## src/rtl/alarm_pkg.sv

```systemverilog
// Alarm controller shared types: state encoding, time-field widths and limits.
// Imported by the interface, the edge detector and the top-level FSM.
package alarm_pkg;

  localparam int HOUR_W = 5;
  localparam int MIN_W  = 6;
  localparam int SEC_W  = 6;

  localparam logic [HOUR_W-1:0] HOUR_MAX = 5'd23;
  localparam logic [MIN_W-1:0]  MIN_MAX  = 6'd59;

  typedef enum logic [1:0] {
    IDLE    = 2'd0,
    ARMED   = 2'd1,
    RINGING = 2'd2,
    SNOOZE  = 2'd3
  } state_e;

  function automatic logic time_ok(
    input logic [HOUR_W-1:0] h,
    input logic [MIN_W-1:0]  m
  );
    return (h <= HOUR_MAX) && (m <= MIN_MAX);
  endfunction

endpackage

```

## src/rtl/alarm_trigger_if.sv

```systemverilog
// Bundle between the clock front-end/buttons and the alarm controller,
// including the alert_counter enable/timeout pair.
interface alarm_trigger_if;
  import alarm_pkg::*;

  logic              tick_1hz;
  logic [HOUR_W-1:0] cur_hour;
  logic [MIN_W-1:0]  cur_min;
  logic [SEC_W-1:0]  cur_sec;
  logic [HOUR_W-1:0] set_hour;
  logic [MIN_W-1:0]  set_min;
  logic              alarm_set;
  logic              arm_btn;
  logic              snooze_btn;
  logic              stop_btn;
  logic              alert_off;
  logic              alert_en;
  logic              armed;
  logic              snoozing;
  logic [1:0]        snooze_cnt;
  logic              missed;

  modport master (
    output tick_1hz, cur_hour, cur_min, cur_sec,
    output set_hour, set_min, alarm_set,
    output arm_btn, snooze_btn, stop_btn, alert_off,
    input  alert_en, armed, snoozing, snooze_cnt, missed
  );

  modport slave (
    input  tick_1hz, cur_hour, cur_min, cur_sec,
    input  set_hour, set_min, alarm_set,
    input  arm_btn, snooze_btn, stop_btn, alert_off,
    output alert_en, armed, snoozing, snooze_cnt, missed
  );

endinterface

```

## src/rtl/alarm_trigger_btn_edge.sv

```systemverilog
// Rising-edge detector for an already-synchronised level button.
// The edge is combinational so the FSM acts on the same clock.
module btn_edge (
  input  logic clk,
  input  logic rst_n,
  input  logic btn_i,
  output logic edge_o
);

  logic dly_q;

  always_ff @(posedge clk or negedge rst_n) begin
    if (!rst_n) dly_q <= 1'b0;
    else        dly_q <= btn_i;
  end

  assign edge_o = btn_i & ~dly_q;

endmodule

```

## src/rtl/alarm_trigger.sv

```systemverilog
// Alarm-time controller feeding alert_counter: time match, ring,
// snooze with bounded count, stop, arm toggle and missed-alarm flag.
module alarm_trigger
  import alarm_pkg::*;
#(
  parameter int SNOOZE_SEC = 300,
  parameter int MAX_SNOOZE = 3,
  parameter int TMR_W      = 9
) (
  input logic      clk,
  input logic      rst_n,
  alarm_trigger_if.slave bus
);

  logic set_e, arm_e, snz_e, stop_e;

  btn_edge u_set  (.clk(clk), .rst_n(rst_n),
                   .btn_i(bus.alarm_set), .edge_o(set_e));
  btn_edge u_arm  (.clk(clk), .rst_n(rst_n),
                   .btn_i(bus.arm_btn), .edge_o(arm_e));
  btn_edge u_snz  (.clk(clk), .rst_n(rst_n),
                   .btn_i(bus.snooze_btn), .edge_o(snz_e));
  btn_edge u_stop (.clk(clk), .rst_n(rst_n),
                   .btn_i(bus.stop_btn), .edge_o(stop_e));

  logic [HOUR_W-1:0] alm_hour_q;
  logic [MIN_W-1:0]  alm_min_q;
  state_e            state_q;
  logic [TMR_W-1:0]  timer_q;
  logic [1:0]        cnt_q;
  logic              missed_q;
  logic              match;
  logic              snz_ok;

  assign match = bus.tick_1hz
              && (bus.cur_hour == alm_hour_q)
              && (bus.cur_min == alm_min_q)
              && (bus.cur_sec == '0);

  assign snz_ok = cnt_q < 2'(MAX_SNOOZE);

  always_ff @(posedge clk or negedge rst_n) begin
    if (!rst_n) begin
      alm_hour_q <= '0;
      alm_min_q  <= '0;
    end else if (set_e && time_ok(bus.set_hour, bus.set_min)) begin
      alm_hour_q <= bus.set_hour;
      alm_min_q  <= bus.set_min;
    end
  end

  always_ff @(posedge clk or negedge rst_n) begin
    if (!rst_n) begin
      state_q  <= IDLE;
      timer_q  <= '0;
      cnt_q    <= '0;
      missed_q <= 1'b0;
    end else begin
      if (arm_e || stop_e) missed_q <= 1'b0;
      case (state_q)
        IDLE: begin
          if (arm_e) state_q <= ARMED;
        end
        ARMED: begin
          if (arm_e)      state_q <= IDLE;
          else if (match) state_q <= RINGING;
        end
        RINGING: begin
          if (arm_e) begin
            state_q <= IDLE;
            cnt_q   <= '0;
          end else if (stop_e) begin
            state_q <= ARMED;
            cnt_q   <= '0;
          end else if (bus.alert_off) begin
            state_q  <= ARMED;
            cnt_q    <= '0;
            missed_q <= 1'b1;
          end else if (snz_e && snz_ok) begin
            state_q <= SNOOZE;
            timer_q <= TMR_W'(SNOOZE_SEC);
            cnt_q   <= cnt_q + 2'd1;
          end
        end
        SNOOZE: begin
          if (arm_e) begin
            state_q <= IDLE;
            timer_q <= '0;
            cnt_q   <= '0;
          end else if (stop_e) begin
            state_q <= ARMED;
            timer_q <= '0;
            cnt_q   <= '0;
          end else if (bus.tick_1hz) begin
            // Last tick of the snooze window restarts the ring
            if (timer_q == TMR_W'(1)) begin
              state_q <= RINGING;
              timer_q <= '0;
            end else begin
              timer_q <= timer_q - TMR_W'(1);
            end
          end
        end
        default: state_q <= IDLE;
      endcase
    end
  end

  assign bus.alert_en   = (state_q == RINGING);
  assign bus.armed      = (state_q != IDLE);
  assign bus.snoozing   = (state_q == SNOOZE);
  assign bus.snooze_cnt = cnt_q;
  assign bus.missed     = missed_q;

endmodule

```

## src/flat_wrapper.sv

```systemverilog
// flat-port wrapper written by rule: the top's interface ports become plain ports
module alarm_trigger_flat import alarm_pkg::*;
#(
  parameter int SNOOZE_SEC = 300,
  parameter int MAX_SNOOZE = 3,
  parameter int TMR_W      = 9
)
  (clk, rst_n, bus_tick_1hz, bus_cur_hour, bus_cur_min, bus_cur_sec, bus_set_hour, bus_set_min, bus_alarm_set, bus_arm_btn, bus_snooze_btn, bus_stop_btn, bus_alert_off, bus_alert_en, bus_armed, bus_snoozing, bus_snooze_cnt, bus_missed);
  alarm_trigger_if bus_i ();
  input logic clk;
  input logic rst_n;
  input wire logic [$bits(bus_i.tick_1hz)-1:0] bus_tick_1hz;
  input wire logic [$bits(bus_i.cur_hour)-1:0] bus_cur_hour;
  input wire logic [$bits(bus_i.cur_min)-1:0] bus_cur_min;
  input wire logic [$bits(bus_i.cur_sec)-1:0] bus_cur_sec;
  input wire logic [$bits(bus_i.set_hour)-1:0] bus_set_hour;
  input wire logic [$bits(bus_i.set_min)-1:0] bus_set_min;
  input wire logic [$bits(bus_i.alarm_set)-1:0] bus_alarm_set;
  input wire logic [$bits(bus_i.arm_btn)-1:0] bus_arm_btn;
  input wire logic [$bits(bus_i.snooze_btn)-1:0] bus_snooze_btn;
  input wire logic [$bits(bus_i.stop_btn)-1:0] bus_stop_btn;
  input wire logic [$bits(bus_i.alert_off)-1:0] bus_alert_off;
  output wire logic [$bits(bus_i.alert_en)-1:0] bus_alert_en;
  output wire logic [$bits(bus_i.armed)-1:0] bus_armed;
  output wire logic [$bits(bus_i.snoozing)-1:0] bus_snoozing;
  output wire logic [$bits(bus_i.snooze_cnt)-1:0] bus_snooze_cnt;
  output wire logic [$bits(bus_i.missed)-1:0] bus_missed;
  assign bus_i.tick_1hz = bus_tick_1hz;
  assign bus_i.cur_hour = bus_cur_hour;
  assign bus_i.cur_min = bus_cur_min;
  assign bus_i.cur_sec = bus_cur_sec;
  assign bus_i.set_hour = bus_set_hour;
  assign bus_i.set_min = bus_set_min;
  assign bus_i.alarm_set = bus_alarm_set;
  assign bus_i.arm_btn = bus_arm_btn;
  assign bus_i.snooze_btn = bus_snooze_btn;
  assign bus_i.stop_btn = bus_stop_btn;
  assign bus_i.alert_off = bus_alert_off;
  assign bus_alert_en = bus_i.alert_en;
  assign bus_armed = bus_i.armed;
  assign bus_snoozing = bus_i.snoozing;
  assign bus_snooze_cnt = bus_i.snooze_cnt;
  assign bus_missed = bus_i.missed;
  alarm_trigger #(.SNOOZE_SEC(SNOOZE_SEC), .MAX_SNOOZE(MAX_SNOOZE), .TMR_W(TMR_W)) u_core (.clk(clk), .rst_n(rst_n), .bus(bus_i));
endmodule
```

## config.mk

```make
export PLATFORM = sky130hd
export DESIGN_NAME = alarm_trigger_flat
export DESIGN_NICKNAME = d
export VERILOG_FILES = /design/src/rtl/alarm_pkg.sv /design/src/rtl/alarm_trigger_if.sv /design/src/rtl/alarm_trigger_btn_edge.sv /design/src/rtl/alarm_trigger.sv /design/src/flat_wrapper.sv
export SDC_FILE = /design/constraint.sdc
export NUM_CORES = 1
export LEC_CHECK = 0
export ABC_AREA = 1
export CORE_UTILIZATION = 49
export CTS_BUF_LIST = sky130_fd_sc_hd__clkbuf_16
export DETAILED_ROUTE_END_ITERATION = 16
export PLACE_DENSITY = 0.79
export RECOVER_POWER = 25
export REMOVE_ABC_BUFFERS = 1
export SYNTH_ARGS = -nofsm -noshare
export SYNTH_HDL_FRONTEND = slang
export SYNTH_SLANG_ARGS = --single-unit
```

## constraint.sdc

```tcl
create_clock -name clk -period 1.7 [get_ports clk]
set_input_delay 0.255 -clock clk [delete_from_list [all_inputs] [get_ports clk]]
set_output_delay 0.255 -clock clk [all_outputs]
set_load 0.03 [all_outputs]
```

==> impl_metrics.py <==
metrics = {
    "outcome": {
        "status": "finished, final reports clean",
    },
    "worst_setup_path": {
        "startpoint_type": "flip-flop",
        "cp.arrival_ns": 1.35,
        "reg2reg_slack_ns": 0.13,
        "critPathKind": "flip-flop to output pin",
        "cp-end-kind": "output pin",
        "reg2reg_depth": 11,
        "cp_max_fo": 5,
        "rr_startpoint": "u_core.bus.snooze_cnt[0]",
        "crit_required_ns": 1.44,
        "r2r-end": "u_core.timer_q[6]",
    },
    "placed_design": {
        "port-buffer-count": 41,
        "post-dp-hpwl_um": 2940,
        "dpl_worst_slack_ns": -0.0643,
        "place.gp.congestion": 0.879,
    },
    "power_and_ir_drop": {
        "powerDensity_nw_per_um2": 1290,
        "total_power_mw": 3.19,
        "leakagePower_nw": 1.30,
        "max-vdd-ir-drop_mv": 1.13,
    },
    "cts": {
        "cts.reportedPaths.clkPinSlew_ns": 0.05,
        "clockBufferDepth": 2,
        "htree_levels": 2,
        "post-cts-setup-buffers": 0,
        "cts_tree": "yes",
        "root_buffer": "clkbuf_16",
        "cts_buffers": 5,
        "insertion_delay_ns": 0.28,
        "clkSinkCount": 29,
    },
    "die": {
        "dieArea_sq_um": 3850,
        "initial_utilization": 0.521,
        "ios": 42,
        "rows": 21,
        "fp.dieH_um": 62.0,
        "coreArea_sq_um": 3390,
        "fp.dieW_um": 62.0,
    },
    "drt": {
        "drcViolationCount": 0,
        "drtIter0Drc": 73,
        "vias": 1706,
        "wl_um": 3830,
        "wl_per_cell_um": 10.6,
        "via_per_inst": 4.73,
        "ant_nets": 0,
        "drt_pre_antenna_iters": 4,
    },
    "timing": {
        "finalCritPeriodShare": 0.947,
        "finClkSkew_ns": 0.00559,
        "setup_viol": 0,
        "rsz0062_at_grt": "no",
        "fmax_mhz": 621,
        "slew-limit-headroom": 0.538,
        "whs_ns": 0.445,
        "worst_pin_slew_ns": 0.693,
        "setup_ws_ns": 0.0906,
        "drv_slew": 0,
        "hold_viol": 0,
        "layout_min_cycle_time_ns": 1.61,
    },
    "min_path": {
        "hp-start": "bus_arm_btn",
        "min_path_type": "input port to flip-flop",
        "min_to": "u_core.u_arm.dly_q",
        "holdPathStages": 1,
    },
    "cells_and_area": {
        "fillers": 260,
        "layout_commonest_cell": "nand2_1",
        "area_growth_pct": 40.3,
        "utilization": 0.731,
        "drive_gt1_frac": 0.117,
        "nets": 353,
        "diodes": 0,
        "final_cell_mix": "nand2_1, inv_1, clkdlybuf4s50_1",
    },
    "global_routing": {
        "antenna_found_initial": 0,
        "grt_pass1_wl_um": 6320,
        "grt_pass1_vias": 1544,
        "grt_max_degree": 30,
        "overflow": 0,
        "grtUsageTotal": 0.230,
    },
    "synth": {
        "yosysUniqueCellTypes": 27,
        "ys_seq_area_frac": 0.411,
        "ys_warn_count": 0,
        "synth_cells": 253,
        "syn_area_per_cell_sq_um": 6.98,
        "synth_area_sq_um": 1770,
        "synth-seq-cells": 29,
    },
    "flow_run": {
        "drv_cap": 0,
    },
}
## worst max-delay path, stage by stage (launching register included)
cell and delay [ns]:
dfrtp_1 0.46, inv_1 0.12, nand2_1 0.11, dlygate4sd2_1 0.40
## sequential cells by signal, summed over array words and instances (netlist names)
| register | count |
|---|---|
| u_core.alm_min_q | 6 |
| u_core.bus.missed | 1 |
| u_core.u_snz.dly_q | 1 |
| u_core.alm_hour_q | 5 |
| u_core.state_q | 2 |
| u_core.u_stop.dly_q | 1 |
| u_core.u_set.dly_q | 1 |
| u_core.u_arm.dly_q | 1 |
| u_core.bus.snooze_cnt | 2 |
| u_core.timer_q | 9 |
## power breakdown
part	switching (mW)	leakage, nW	internal, mW	total [mW]
logic	0.760	0.884	0.546	1.31
registers	0.160	0.346	0.883	1.04
clock network	0.303	0.0696	0.534	0.837
## routing by layer
| metal | up-vias | part of all wire | track usage |
|---|---|---|---|
| li1 | 895 | - | - |
| met1 | 754 | 0.45 | 0.293 |
| met2 | 52 | 0.48 | 0.372 |
| met3 | 5 | 0.061 | 0.0766 |
| met4 | 0 | 0.012 | 0.0667 |
| met5 | - | 0 | 0 |
## synthesized netlist by cell type, drive strengths merged
cell | number | share of area
nand2 | 83 | 0.18
inv | 55 | 0.12
dfrtp | 29 | 0.41
nor2 | 28 | 0.068
o21ai | 14 | 0.046
nand3 | 10 | 0.028
a21oi | 8 | 0.029
nand4 | 5 | 0.018
xnor2 | 5 | 0.025
ha | 3 | 0.021
a31oi | 2 | 0.0071
clkbuf | 2 | 0.0043
nand3b | 2 | 0.0085
o2111ai | 2 | 0.0099
xor2 | 2 | 0.0099
a22oi | 1 | 0.0043
nor3 | 1 | 0.0028
nor4 | 1 | 0.0035
## worst max-delay path by stage
stage / startpoint / to / slack [ns] / depth (start not counted)
floorplan: u_core.bus.snooze_cnt[0] / u_core.timer_q[5] / 0.11 / 11
global placement: bus_arm_btn / u_core.state_q[0] / -0.03 / 10
detailed placement: bus_arm_btn / u_core.timer_q[5] / -0.06 / 10
CTS: u_core.state_q[1] / bus_armed / 0.07 / 3
global route: u_core.timer_q[1] / u_core.state_q[0] / 0.01 / 11
finish: u_core.state_q[1] / bus_armed / 0.09 / 3
## cells by family (layout without fill, tap and decap cells)
logic type,after synthesis,count (layout),synth area share
buffers and inverters,57,119,0.123
flip-flops,29,29,0.411
XOR/XNOR,7,7,0.0347
AO/OA/AOI/OAI,27,27,0.0964
adder cells (fa/ha/maj),3,3,0.0213
AND/OR/NAND/NOR,130,130,0.314
## timing repair
| action | in CTS | in global routing |
|---|---|---|
| gates resized for setup | 2 | 1 |
| hold buffers | 0 | 0 |
| endpoints found under the setup margin | 2 | 2 |
## cell type report
type | count | area (sq um) | share of cell area
multi-input cells | 167 | 826 | 0.334
flip-flops and latches | 29 | 726 | 0.293
repair buffers | 56 | 515 | 0.208
inverters | 55 | 209 | 0.0844
clock buffers | 5 | 125 | 0.0505
well taps | 46 | 57.6 | 0.0232
clock inverters | 3 | 17.5 | 0.00707
## through the flow
step           cell area (sq um)  std cells  setup TNS, ns
3_5_place_dp                2340        353         -0.428
5_1_grt                     2480        361              0
3_3_place_gp                2340        353         -0.180
6_report                    2480        361              0
4_1_cts                     2480        361              0
2_1_floorplan               1760        251              0
Note: power is estimated with default switching activity, not from simulation.
